==> config.mk <==
export PLATFORM = sky130hd
export DESIGN_NAME = ps2_mouse_register_bank_flat
export DESIGN_NICKNAME = d
export VERILOG_FILES = /design/src/rtl/ps2_mouse_register_bank_if.sv /design/src/rtl/ps2_mouse_register_bank.sv /design/src/flat_wrapper.sv
export SDC_FILE = /design/constraint.sdc
export NUM_CORES = 2
export LEC_CHECK = 0
export CORE_AREA = 2 2 270 272
export CTS_CLUSTER_DIAMETER = 50
export DETAILED_ROUTE_END_ITERATION = 10
export DIE_AREA = 0 0 272 274
export PLACE_DENSITY = 0.84
export SLEW_MARGIN = 0
export SYNTH_ARGS = -nofsm -noshare
export SYNTH_HDL_FRONTEND = slang
export SYNTH_SLANG_ARGS = --single-unit
==> constraint.sdc <==
create_clock -name Clk -period 14.6 [get_ports Clk]
set_clock_uncertainty 0.1 [all_clocks]
set_input_delay 2.19 -clock Clk [delete_from_list [all_inputs] [get_ports Clk]]
set_output_delay 2.19 -clock Clk [all_outputs]
set_load 0.02 [all_outputs]
==> src/rtl/ps2_mouse_register_bank_if.sv <==
// Packet-adapter and host register-bus signals of the PS/2 mouse register bank.
// The master side drives packets and bus requests; the slave side is the register bank.
interface ps2_mouse_register_bank_if #(
   parameter int DATA_WIDTH = 32
);
   logic                  PacketValid;
   logic                  BtLeft;
   logic                  BtRight;
   logic                  BtMiddle;
   logic [8:0]            XIncrement;
   logic [8:0]            YIncrement;
   logic                  ErrorNoAck;
   logic [7:0]            ReadAddress;
   logic                  ReadStrobe;
   logic [DATA_WIDTH-1:0] DataOut;
   logic [7:0]            WriteAddress;
   logic                  WriteData;
   logic [DATA_WIDTH-1:0] DataIn;
   logic                  Irq;
   logic                  ENoReadReg;
   logic                  ENoWriteReg;

   modport master (
      output PacketValid, BtLeft, BtRight, BtMiddle, XIncrement, YIncrement, ErrorNoAck,
      output ReadAddress, ReadStrobe, WriteAddress, WriteData, DataIn,
      input  DataOut, Irq, ENoReadReg, ENoWriteReg
   );

   modport slave (
      input  PacketValid, BtLeft, BtRight, BtMiddle, XIncrement, YIncrement, ErrorNoAck,
      input  ReadAddress, ReadStrobe, WriteAddress, WriteData, DataIn,
      output DataOut, Irq, ENoReadReg, ENoWriteReg
   );
endinterface

==> src/rtl/ps2_mouse_register_bank.sv <==
// PS/2 mouse register bank: saturating scaled X/Y position, sticky status,
// packet event FIFO with pop-on-read, and a registered level interrupt.
module ps2_mouse_register_bank #(
   parameter int DATA_WIDTH = 32,
   parameter int FIFO_DEPTH = 8
) (
   input logic                      Clk,
   input logic                      Reset,
   ps2_mouse_register_bank_if.slave bus
);
   localparam int PW = $clog2(FIFO_DEPTH);
   localparam int CW = PW + 1;
   localparam int EW = 21;

   localparam logic [7:0] ADDR_POS_X   = 8'h00;
   localparam logic [7:0] ADDR_POS_Y   = 8'h01;
   localparam logic [7:0] ADDR_STATUS  = 8'h02;
   localparam logic [7:0] ADDR_SCALE_X = 8'h03;
   localparam logic [7:0] ADDR_SCALE_Y = 8'h04;
   localparam logic [7:0] ADDR_MAX_X   = 8'h05;
   localparam logic [7:0] ADDR_MAX_Y   = 8'h06;
   localparam logic [7:0] ADDR_EVENT   = 8'h07;
   localparam logic [7:0] ADDR_IRQ_EN  = 8'h08;

   logic [DATA_WIDTH-1:0] posX_q, posX_d, posY_q, posY_d;
   logic [DATA_WIDTH-1:0] scaleX_q, scaleX_d, scaleY_q, scaleY_d;
   logic [DATA_WIDTH-1:0] maxX_q, maxX_d, maxY_q, maxY_d;
   logic [DATA_WIDTH-1:0] dataOut_q, dataOut_d;
   logic [1:0]            irqEn_q, irqEn_d;
   logic [2:0]            buttons_q, buttons_d;
   logic                  xSign_q, xSign_d, ySign_q, ySign_d;
   logic                  noAck_q, noAck_d, overflow_q, overflow_d;
   logic                  irq_q, irq_d;
   logic [EW-1:0]         fifoMem_q [FIFO_DEPTH];
   logic [PW-1:0]         wrPtr_q, wrPtr_d, rdPtr_q, rdPtr_d;
   logic [CW-1:0]         count_q, count_d;

   logic                  full, empty, popEvent, pushOk;
   logic                  wrPosX, wrPosY, wrStatus, wrMaxX, wrMaxY;
   logic [DATA_WIDTH-1:0] rdData, statusWord, eventWord;

   // Signed sum is two bits wider than the register so both underflow and overflow are visible.
   function automatic logic [DATA_WIDTH-1:0] accumulate(input logic [DATA_WIDTH-1:0] pos,
                                                        input logic [8:0]            inc,
                                                        input logic [DATA_WIDTH-1:0] limit);
      logic signed [DATA_WIDTH+1:0] sum;
      logic [DATA_WIDTH-1:0]        result;
      sum = $signed({2'b00, pos}) + $signed({{(DATA_WIDTH-7){inc[8]}}, inc});
      if (sum < 0)
         result = '0;
      else if (sum > $signed({2'b00, limit}))
         result = limit;
      else
         result = sum[DATA_WIDTH-1:0];
      return result;
   endfunction

   function automatic logic [DATA_WIDTH-1:0] scaleRead(input logic [DATA_WIDTH-1:0] pos,
                                                       input logic [5:0]            scale);
      return scale[5] ? (pos >> scale[4:0]) : (pos << scale[4:0]);
   endfunction

   function automatic logic [DATA_WIDTH-1:0] scaleWrite(input logic [DATA_WIDTH-1:0] value,
                                                        input logic [5:0]            scale);
      return scale[5] ? (value << scale[4:0]) : (value >> scale[4:0]);
   endfunction

   assign full     = (count_q == CW'(FIFO_DEPTH));
   assign empty    = (count_q == '0);
   assign popEvent = bus.ReadStrobe && (bus.ReadAddress == ADDR_EVENT) && !empty;
   assign pushOk   = bus.PacketValid && (!full || popEvent);

   assign wrPosX   = bus.WriteData && (bus.WriteAddress == ADDR_POS_X);
   assign wrPosY   = bus.WriteData && (bus.WriteAddress == ADDR_POS_Y);
   assign wrStatus = bus.WriteData && (bus.WriteAddress == ADDR_STATUS);
   assign wrMaxX   = bus.WriteData && (bus.WriteAddress == ADDR_MAX_X);
   assign wrMaxY   = bus.WriteData && (bus.WriteAddress == ADDR_MAX_Y);

   assign bus.ENoReadReg  = (bus.ReadAddress > ADDR_IRQ_EN);
   assign bus.ENoWriteReg = !((bus.WriteAddress <= ADDR_MAX_Y) || (bus.WriteAddress == ADDR_IRQ_EN));
   assign bus.DataOut     = dataOut_q;
   assign bus.Irq         = irq_q;

   always_comb begin
      statusWord      = '0;
      statusWord[8:0] = {overflow_q, full, empty, noAck_q, ySign_q, xSign_q, buttons_q};
      eventWord       = '0;
      if (!empty) begin
         eventWord[EW-1:0] = fifoMem_q[rdPtr_q];
         eventWord[23]     = 1'b1;
      end
   end

   always_comb begin
      rdData = '0;
      case (bus.ReadAddress)
         ADDR_POS_X:   rdData = scaleRead(posX_q, scaleX_q[5:0]);
         ADDR_POS_Y:   rdData = scaleRead(posY_q, scaleY_q[5:0]);
         ADDR_STATUS:  rdData = statusWord;
         ADDR_SCALE_X: rdData = scaleX_q;
         ADDR_SCALE_Y: rdData = scaleY_q;
         ADDR_MAX_X:   rdData = maxX_q;
         ADDR_MAX_Y:   rdData = maxY_q;
         ADDR_EVENT:   rdData = eventWord;
         ADDR_IRQ_EN:  rdData = {{(DATA_WIDTH-2){1'b0}}, irqEn_q};
         default:      rdData = '0;
      endcase
   end

   // A POS write beats a coincident packet on its axis; a MAX write pulls POS down to the new limit.
   always_comb begin
      scaleX_d = scaleX_q;
      scaleY_d = scaleY_q;
      maxX_d   = maxX_q;
      maxY_d   = maxY_q;
      irqEn_d  = irqEn_q;
      if (bus.WriteData && bus.WriteAddress == ADDR_SCALE_X) scaleX_d = bus.DataIn;
      if (bus.WriteData && bus.WriteAddress == ADDR_SCALE_Y) scaleY_d = bus.DataIn;
      if (wrMaxX) maxX_d = bus.DataIn;
      if (wrMaxY) maxY_d = bus.DataIn;
      if (bus.WriteData && bus.WriteAddress == ADDR_IRQ_EN) irqEn_d = bus.DataIn[1:0];

      posX_d = posX_q;
      if (wrPosX) begin
         posX_d = scaleWrite(bus.DataIn, scaleX_q[5:0]);
      end else begin
         if (bus.PacketValid) posX_d = accumulate(posX_q, bus.XIncrement, maxX_d);
         if (wrMaxX && posX_d > maxX_d) posX_d = maxX_d;
      end

      posY_d = posY_q;
      if (wrPosY) begin
         posY_d = scaleWrite(bus.DataIn, scaleY_q[5:0]);
      end else begin
         if (bus.PacketValid) posY_d = accumulate(posY_q, bus.YIncrement, maxY_d);
         if (wrMaxY && posY_d > maxY_d) posY_d = maxY_d;
      end
   end

   always_comb begin
      buttons_d  = buttons_q;
      xSign_d    = xSign_q;
      ySign_d    = ySign_q;
      if (bus.PacketValid) begin
         buttons_d = {bus.BtMiddle, bus.BtRight, bus.BtLeft};
         xSign_d   = bus.XIncrement[8];
         ySign_d   = bus.YIncrement[8];
      end
      noAck_d    = bus.ErrorNoAck || (noAck_q && !(wrStatus && bus.DataIn[5]));
      overflow_d = (bus.PacketValid && full && !popEvent) ||
                   (overflow_q && !(wrStatus && bus.DataIn[8]));
      wrPtr_d    = wrPtr_q + PW'(pushOk);
      rdPtr_d    = rdPtr_q + PW'(popEvent);
      count_d    = count_q + CW'(pushOk) - CW'(popEvent);
      dataOut_d  = bus.ReadStrobe ? rdData : dataOut_q;
      irq_d      = (irqEn_q[0] && !empty) || (irqEn_q[1] && overflow_q);
   end

   always_ff @(posedge Clk or posedge Reset) begin
      if (Reset) begin
         posX_q     <= '0;
         posY_q     <= '0;
         scaleX_q   <= '0;
         scaleY_q   <= '0;
         maxX_q     <= '1;
         maxY_q     <= '1;
         dataOut_q  <= '0;
         irqEn_q    <= '0;
         buttons_q  <= '0;
         xSign_q    <= 1'b0;
         ySign_q    <= 1'b0;
         noAck_q    <= 1'b0;
         overflow_q <= 1'b0;
         irq_q      <= 1'b0;
         wrPtr_q    <= '0;
         rdPtr_q    <= '0;
         count_q    <= '0;
         for (int i = 0; i < FIFO_DEPTH; i++) fifoMem_q[i] <= '0;
      end else begin
         posX_q     <= posX_d;
         posY_q     <= posY_d;
         scaleX_q   <= scaleX_d;
         scaleY_q   <= scaleY_d;
         maxX_q     <= maxX_d;
         maxY_q     <= maxY_d;
         dataOut_q  <= dataOut_d;
         irqEn_q    <= irqEn_d;
         buttons_q  <= buttons_d;
         xSign_q    <= xSign_d;
         ySign_q    <= ySign_d;
         noAck_q    <= noAck_d;
         overflow_q <= overflow_d;
         irq_q      <= irq_d;
         wrPtr_q    <= wrPtr_d;
         rdPtr_q    <= rdPtr_d;
         count_q    <= count_d;
         if (pushOk)
            fifoMem_q[wrPtr_q] <= {bus.BtMiddle, bus.BtRight, bus.BtLeft, bus.YIncrement, bus.XIncrement};
      end
   end
endmodule
==> src/flat_wrapper.sv <==
// flat-port wrapper written by rule: the top's interface ports become plain ports
module ps2_mouse_register_bank_flat 
#(
   parameter int DATA_WIDTH = 32,
   parameter int FIFO_DEPTH = 8
)
  (Clk, Reset, bus_PacketValid, bus_BtLeft, bus_BtRight, bus_BtMiddle, bus_XIncrement, bus_YIncrement, bus_ErrorNoAck, bus_ReadAddress, bus_ReadStrobe, bus_WriteAddress, bus_WriteData, bus_DataIn, bus_DataOut, bus_Irq, bus_ENoReadReg, bus_ENoWriteReg);
  ps2_mouse_register_bank_if #(.DATA_WIDTH(DATA_WIDTH)) bus_i ();
  input logic Clk;
  input logic Reset;
  input wire logic [$bits(bus_i.PacketValid)-1:0] bus_PacketValid;
  input wire logic [$bits(bus_i.BtLeft)-1:0] bus_BtLeft;
  input wire logic [$bits(bus_i.BtRight)-1:0] bus_BtRight;
  input wire logic [$bits(bus_i.BtMiddle)-1:0] bus_BtMiddle;
  input wire logic [$bits(bus_i.XIncrement)-1:0] bus_XIncrement;
  input wire logic [$bits(bus_i.YIncrement)-1:0] bus_YIncrement;
  input wire logic [$bits(bus_i.ErrorNoAck)-1:0] bus_ErrorNoAck;
  input wire logic [$bits(bus_i.ReadAddress)-1:0] bus_ReadAddress;
  input wire logic [$bits(bus_i.ReadStrobe)-1:0] bus_ReadStrobe;
  input wire logic [$bits(bus_i.WriteAddress)-1:0] bus_WriteAddress;
  input wire logic [$bits(bus_i.WriteData)-1:0] bus_WriteData;
  input wire logic [$bits(bus_i.DataIn)-1:0] bus_DataIn;
  output wire logic [$bits(bus_i.DataOut)-1:0] bus_DataOut;
  output wire logic [$bits(bus_i.Irq)-1:0] bus_Irq;
  output wire logic [$bits(bus_i.ENoReadReg)-1:0] bus_ENoReadReg;
  output wire logic [$bits(bus_i.ENoWriteReg)-1:0] bus_ENoWriteReg;
  assign bus_i.PacketValid = bus_PacketValid;
  assign bus_i.BtLeft = bus_BtLeft;
  assign bus_i.BtRight = bus_BtRight;
  assign bus_i.BtMiddle = bus_BtMiddle;
  assign bus_i.XIncrement = bus_XIncrement;
  assign bus_i.YIncrement = bus_YIncrement;
  assign bus_i.ErrorNoAck = bus_ErrorNoAck;
  assign bus_i.ReadAddress = bus_ReadAddress;
  assign bus_i.ReadStrobe = bus_ReadStrobe;
  assign bus_i.WriteAddress = bus_WriteAddress;
  assign bus_i.WriteData = bus_WriteData;
  assign bus_i.DataIn = bus_DataIn;
  assign bus_DataOut = bus_i.DataOut;
  assign bus_Irq = bus_i.Irq;
  assign bus_ENoReadReg = bus_i.ENoReadReg;
  assign bus_ENoWriteReg = bus_i.ENoWriteReg;
  ps2_mouse_register_bank #(.DATA_WIDTH(DATA_WIDTH), .FIFO_DEPTH(FIFO_DEPTH)) u_core (.Clk(Clk), .Reset(Reset), .bus(bus_i));
endmodule
Word-level counts from Yosys, hierarchy flattened
Index checks and enable logic that the tools add are counted.
{"block": "totals", "input_bits": 75, "output_inout_bits": 35, "reg_bits": 412, "word_cells": 131}
{"block": "op_classes", "bitwise_logic": 2, "reduce_logical": 36, "n_addsub": 6, "n_shift": 8, "n_eq_ne": 16, "n_mux": 27, "n_lt_le_gt_ge": 11}
{"operator": "$mux W32", "count": 18}
{"operator": "$pmux W32 S9", "count": 1}
{"operator": "$bwmux W168", "count": 1}
{"operator": "$shl A32 B5 Y32", "count": 4}
{"operator": "$shr A32 B5 Y32", "count": 4}
{"operator": "$mux W21", "count": 4}
{"operator": "$add A33 B9 Y34", "count": 2}
{"operator": "$gt A34 B33 Y1", "count": 2}
{"operator": "$lt A34 B1 Y1 const B", "count": 2}
{"operator": "$gt A32 B32 Y1", "count": 2}
{"operator": "$bmux W21 S3", "count": 1}
{"operator": "$demux W21 S3", "count": 1}
{"operator": "$eq A8 B3 Y1 const B", "count": 7}
{"operator": "$eq A8 B2 Y1 const B", "count": 4}
{"operator": "$logic_and A1 B1 Y1", "count": 22}
{"operator": "$eq A8 B1 Y1 const B", "count": 2}
{"operator": "$eq A8 B4 Y1 const B", "count": 2}
{"operator": "$logic_not A8 Y1", "count": 2}
{"operator": "$ge A4 B4 Y1 const B", "count": 2}
{"operator": "$gt A8 B4 Y1 const B", "count": 1}
{"operator": "$le A8 B3 Y1 const B", "count": 1}
{"operator": "$not A3 Y4", "count": 2}
{"operator": "$add A3 B1 Y3", "count": 2}
{"operator": "$logic_not A1 Y1", "count": 6}
{"operator": "other kinds (7)", "count": 11}

Longest topological paths before layout
{"block": "depth", "ltp_word": 12, "ltp_mapped": 36, "depth_no_buf": 33}

Least setup slack after synthesis
Ideal clock, no wire load.
{"block": "synth_path", "path_type": "input to register", "from": "in bus_XIncrement[6]", "to": "reg u_core.posX_q[14]", "cell_stages": 30, "t_arrival_ns": 8.617, "path_slack_ns": 5.779, "n_path_buf": 4, "path_cell_list": "ha_1 > a21oi_1 > o21ai_0 > or2_2 > o21a_1 > o41ai_1 > o21bai_1 > xor2_1 > ha_1 > nand4_1 > nor4_2 > nand4b_1 > nor3b_1 > a22oi_1 > and2_1 > o22a_1 > buf_4 > buf_2 > mux2i_1 > o22ai_1 > ha_1 > a21o_1 > a21oi_1 > or3b_2 > a221o_1 > a221oi_1 > a311oi_1 > clkbuf_1 > clkbuf_1 > a221oi_1"}
{"block": "synth_between", "elab_chain_len": 10, "elab_cells_between_ends": 11, "cone_classes": "add/sub (1); order compare (3); mux (6); reduce/logical (1)"}
{"item": "start, declared", "line_no": "flat_wrapper.sv:15", "text": "input wire logic [$bits(bus_i.XIncrement)-1:0] bus_XIncrement;"}
{"item": "$add A33 B9 Y34 *", "line_no": "ps2_mouse_register_bank.sv:48", "text": "sum = $signed({2'b00, pos}) + $signed({{(DATA_WIDTH-7){inc[8]}}, inc});"}
{"item": "$gt A34 B33 Y1", "line_no": "ps2_mouse_register_bank.sv:51", "text": "else if (sum > $signed({2'b00, limit}))"}
{"item": "$mux W32", "line_no": "ps2_mouse_register_bank.sv:51"}
{"item": "$mux W32 *", "line_no": "ps2_mouse_register_bank.sv:49", "text": "if (sum < 0)"}
{"item": "$mux W32 *", "line_no": "ps2_mouse_register_bank.sv:127", "text": "if (bus.PacketValid) posX_d = accumulate(posX_q, bus.XIncrement, maxX_d);"}
{"item": "$mux W32 *", "line_no": "ps2_mouse_register_bank.sv:124", "text": "if (wrPosX) begin"}
{"item": "$gt A32 B32 Y1", "line_no": "ps2_mouse_register_bank.sv:128", "text": "if (wrMaxX && posX_d > maxX_d) posX_d = maxX_d;"}
{"item": "$logic_and A1 B1 Y1", "line_no": "ps2_mouse_register_bank.sv:128"}
{"item": "$mux W32 *", "line_no": "ps2_mouse_register_bank.sv:128"}
{"item": "$mux W32 *", "line_no": "ps2_mouse_register_bank.sv:124"}
{"item": "via u_core.posX_d[14]", "line_no": "ps2_mouse_register_bank.sv:25", "text": "logic [DATA_WIDTH-1:0] posX_q, posX_d, posY_q, posY_d;"}
{"item": "end signal, assigned", "line_no": "ps2_mouse_register_bank.sv:180", "text": "posX_q <= posX_d;"}
{"item": "end, declared", "line_no": "ps2_mouse_register_bank.sv:25"}
The timed path passes the listed nets; every way through them passes the cells marked *. The select of a mux whose other input is x is not followed.
A chain may end at the register's enable or synchronous reset.

Worst setup path after layout
{"block": "layout_path", "from": "in bus_YIncrement[8]", "to": "reg u_core.posY_q[14]"}
{"block": "layout_between", "elab_chain_len": 10, "elab_cells_between_ends": 11, "cone_classes": "add/sub (1); order compare (3); mux (6); reduce/logical (1)"}
{"item": "start, declared", "line_no": "flat_wrapper.sv:16", "text": "input wire logic [$bits(bus_i.YIncrement)-1:0] bus_YIncrement;"}
{"item": "$add A33 B9 Y34 *", "line_no": "ps2_mouse_register_bank.sv:48"}
{"item": "$gt A34 B33 Y1", "line_no": "ps2_mouse_register_bank.sv:51"}
{"item": "$mux W32", "line_no": "ps2_mouse_register_bank.sv:51"}
{"item": "$mux W32 *", "line_no": "ps2_mouse_register_bank.sv:49"}
{"item": "$mux W32 *", "line_no": "ps2_mouse_register_bank.sv:135", "text": "if (bus.PacketValid) posY_d = accumulate(posY_q, bus.YIncrement, maxY_d);"}
{"item": "$mux W32 *", "line_no": "ps2_mouse_register_bank.sv:132", "text": "if (wrPosY) begin"}
{"item": "$gt A32 B32 Y1", "line_no": "ps2_mouse_register_bank.sv:136", "text": "if (wrMaxY && posY_d > maxY_d) posY_d = maxY_d;"}
{"item": "$logic_and A1 B1 Y1", "line_no": "ps2_mouse_register_bank.sv:136"}
{"item": "$mux W32 *", "line_no": "ps2_mouse_register_bank.sv:136"}
{"item": "$mux W32 *", "line_no": "ps2_mouse_register_bank.sv:132"}
{"item": "via u_core.posY_d[14]", "line_no": "ps2_mouse_register_bank.sv:25"}
{"item": "end signal, assigned", "line_no": "ps2_mouse_register_bank.sv:181", "text": "posY_q <= posY_d;"}
{"item": "end, declared", "line_no": "ps2_mouse_register_bank.sv:25"}
Marks and branches as above.

==> run_results.csv <==
group,metric,value,unit
synth,synth_ff_type,"dfrtp_1",
routing,ant_nets,0,
die,die_y,274,µm
place,portBuffers,109,
worst_hold_path,hold_class,"flip-flop to flip-flop",
power,vdd_drop_max,0.0001254,V
global_routing,track_usage,39.91,%
die,ios,110,
die,die_width,272,µm
sta,tightest_slew,1278,ps
worst_hold_path,hold_path_depth,1,
routing,viasPerCell,7.267,
synth,synthTopCellsByCount,"nor2_1, dfrtp_1, mux2i_1",
synth,synthArstFlopShare,100.0,%
worst_hold_path,min_to,"u_core.fifoMem_q[72]",
power,intPower,0.003891,W
worst_setup_path,critPathKind,"input port to flip-flop",
synth,synth_area_leaders,"dfrtp_1, mux4_2, mux2i_1, mux2_2, ha_1",
die,initial_core_util,54.27,%
sta,drv_slew,0,
power,pwr-share-comb,55.7,%
worst_setup_path,worst_setup_path_end_kind,"flip-flop",
sta,fin_crit,11700,ps
power,swShare,45.47,%
routing,drt_first_iter_violations,6254,
worst_hold_path,hold_start,"u_core.fifoMem_q[72]",
sta,fin_crit_sh,80.15,%
cts,cts_tree,"yes",
synth,synth_top_area_share,22.29,%
synth,synth.most_common_cell,"nor2_1",
status,status,"complete, no violations",
die,dieArea,74530,µm²
sta,slew-limit-headroom,13.88,%
routing,num_vias,37680,
power,p_switching,0.003244,W
power,p_leak,18.30,nW
synth,yosysWarnings,0,
synth,syn_area,39060,µm²
place,dp_hpwl,111.1,mm
synth,syn_area_per_cell,9.126,µm²
cts,cts_setup_buffers,0,
routing,wl,153.4,mm
layout,drive_above_1_share,18.63,%
place,place_congestion,1.107,
worst_setup_path,crit_path_start_kind,"input port",
worst_setup_path,crit_required,14990,ps
worst_setup_path,r2r-end,"u_core.posY_q[14]",
sta,fmax,85.46,MHz
worst_setup_path,critical_path.max_fanout,29,
routing,drc,0,
worst_setup_path,cp_slowest_cell,"clkdlybuf4s50_1",
cts,cts.sinks,412,
global_routing,grt_max_degree,200,
flow_run,maxCapViolations,0,
power,p_per_area,168.4,nW/µm²
routing,wire_per_inst,29.58,µm
worst_setup_path,cp.arrival,12090,ps
sta,finalHoldViolCount,0,
routing,first_pass_iters,7,
cts,path_clk_slew,60,ps
worst_setup_path,r2r_start,"u_core.posY_q[3]",
die,fp-row-count,99,
cts,insertion_delay,640,ps
worst_setup_path,worst-r2r-cell-count,29,
cts,htree_levels,2,
layout,area_growth,8.482,%
synth,yosys_register_bits,412,
cts,cts_buffers,47,
global_routing,antenna_found_initial,12,
layout,nets,4464,
power,p_total,0.007135,W
worst_setup_path,cpPeakStageDelay,1040,ps
sta,rsz0062_at_grt,"false",
power,clock_power_share,17.0,%
sta,setup_tns,0,ps
global_routing,grt_pass1_wl,223.7,mm
synth,synth_edf_count,0,
cts,cts-root-buf,"clkbuf_16",
cts,postCtsHoldBufs,0,
synth,syn-num-nets,4562,
synth,synth.distinct_cells,98,
die,core_region_area,71970,µm²
sta,finalSetupViolCount,0,
global_routing,grt_pass1_vias,34480,
synth,synth_largest_area_cell,"dfrtp_1",
global_routing,grt_overflow,0,
synth,ys_seq_area_share,26.60,%
cts,clk_path_buf_depth,3,
synth,netlist_instances,4280,
power,p_seq_share,27.3,%
cts,ctsResizeCount,0,
worst_setup_path,r2r_slack,4910,ps
worst max path at each step:
stage                           start               endpoint  slack, ps
finish              bus_YIncrement[8]      u_core.posY_q[14]       2900
global route        bus_YIncrement[8]      u_core.posY_q[14]       2330
CTS                 bus_YIncrement[8]      u_core.posY_q[14]       3270
detailed placement  bus_YIncrement[8]      u_core.posY_q[14]       2650
global placement    bus_YIncrement[8]      u_core.posY_q[14]       3010
floorplan                       Reset  u_core.bus.DataOut[0]        950
cell usage in the layout, fill, tap and decap left out, types with 45 or more instances in the layout:
cell               n
dfrtp_1          336
dfstp_2           64
nand3_1           46
nand2_1          278
a31oi_1           45
clkdlybuf4s50_1  107
o21ai_0          314
nor2_1           392
o22ai_1           66
a21oi_1          308
nor3_1            70
mux4_2           176
clkbuf_16         47
ha_1             204
o211ai_1          48
mux2i_1          347
a22oi_1           68
buf_4             95
inv_1            128
mux2_2           293
nand2b_1          73
critical path: cells and delay by family:
family	cells	cell delay (ps)
simple gates	12	3780
xor+xnor	1	390
compound gates	12	3320
buf+inv	1	1040
fa+ha+maj	3	1340
through the flow:
stage / hold WS (ps) / std cells / util, % / area (µm²) / setup slack [ps]
finish: 391.5 / 5185 / 58.88 / 42370 / 2899
global route: 414.3 / 5178 / 58.85 / 42360 / 2326
CTS: 398.0 / 5178 / 58.85 / 42360 / 3274
detailed placement: 379.6 / 5092 / 56.66 / 40780 / 2653
global placement: 364.0 / 5092 / 56.66 / 40780 / 3010
floorplan: 350.1 / 4280 / - / 39060 / 951.3
final cells by class:
class | count | area, µm²
Inverter | 135 | 519.2
Fill cell | 6033 | 29590
Clock inverter | 22 | 227.7
Multi-Input combinational cell | 3381 | 26830
Timing Repair Buffer | 205 | 1814
Antenna cell | 7 | 17.52
Tap cell | 959 | 1200
Sequential cell | 412 | 10420
Clock buffer | 64 | 1350
metal layers:
| layer | vias up | routed length, µm | share of wire (%) | track usage, % |
|---|---|---|---|---|
| met5 | - | 139 | 0.091 | 0 |
| met4 | 16 | 10420 | 6.8 | 22.15 |
| met3 | 578 | 21880 | 14 | 12.68 |
| met2 | 2923 | 63250 | 41 | 57.38 |
| met1 | 18160 | 57690 | 38 | 53.22 |
| li1 | 16000 | - | - | - |
sequential cells by signal, indices dropped and copies added, names as in the netlist, 2 cells and up:
signal              count
u_core.bus.DataOut     32
u_core.irqEn_q          2
u_core.scaleX_q        32
u_core.scaleY_q        32
u_core.posY_q          32
u_core.wrPtr_q          3
u_core.maxY_q          32
u_core.posX_q          32
u_core.rdPtr_q          3
u_core.maxX_q          32
u_core.count_q          4
u_core.fifoMem_q      168
u_core.buttons_q        3
power by group through the flow:
stage          Sequential (W)  Combinational (W)  Clock (W)
5_1_grt               0.00196            0.00426    0.00126
6_report              0.00195            0.00398    0.00121
4_1_cts               0.00191            0.00385    0.00121
3_5_place_dp          0.00192            0.00382          0
3_3_place_gp          0.00189            0.00375          0
2_1_floorplan         0.00171            0.00288          0
logic make-up (layout without fill, tap and decap cells):
kind of cell,Yosys count,after routing,synth area share [%]
compound gates,1237,1237,20.45
xor+xnor,61,61,1.368
fa+ha+maj,207,207,6.688
buf+inv,487,426,4.911
flops,412,412,26.60
mux,820,820,27.61
other cells,0,7,0
simple gates,1056,1056,12.37
Note: power is estimated with default switching activity, not from simulation.
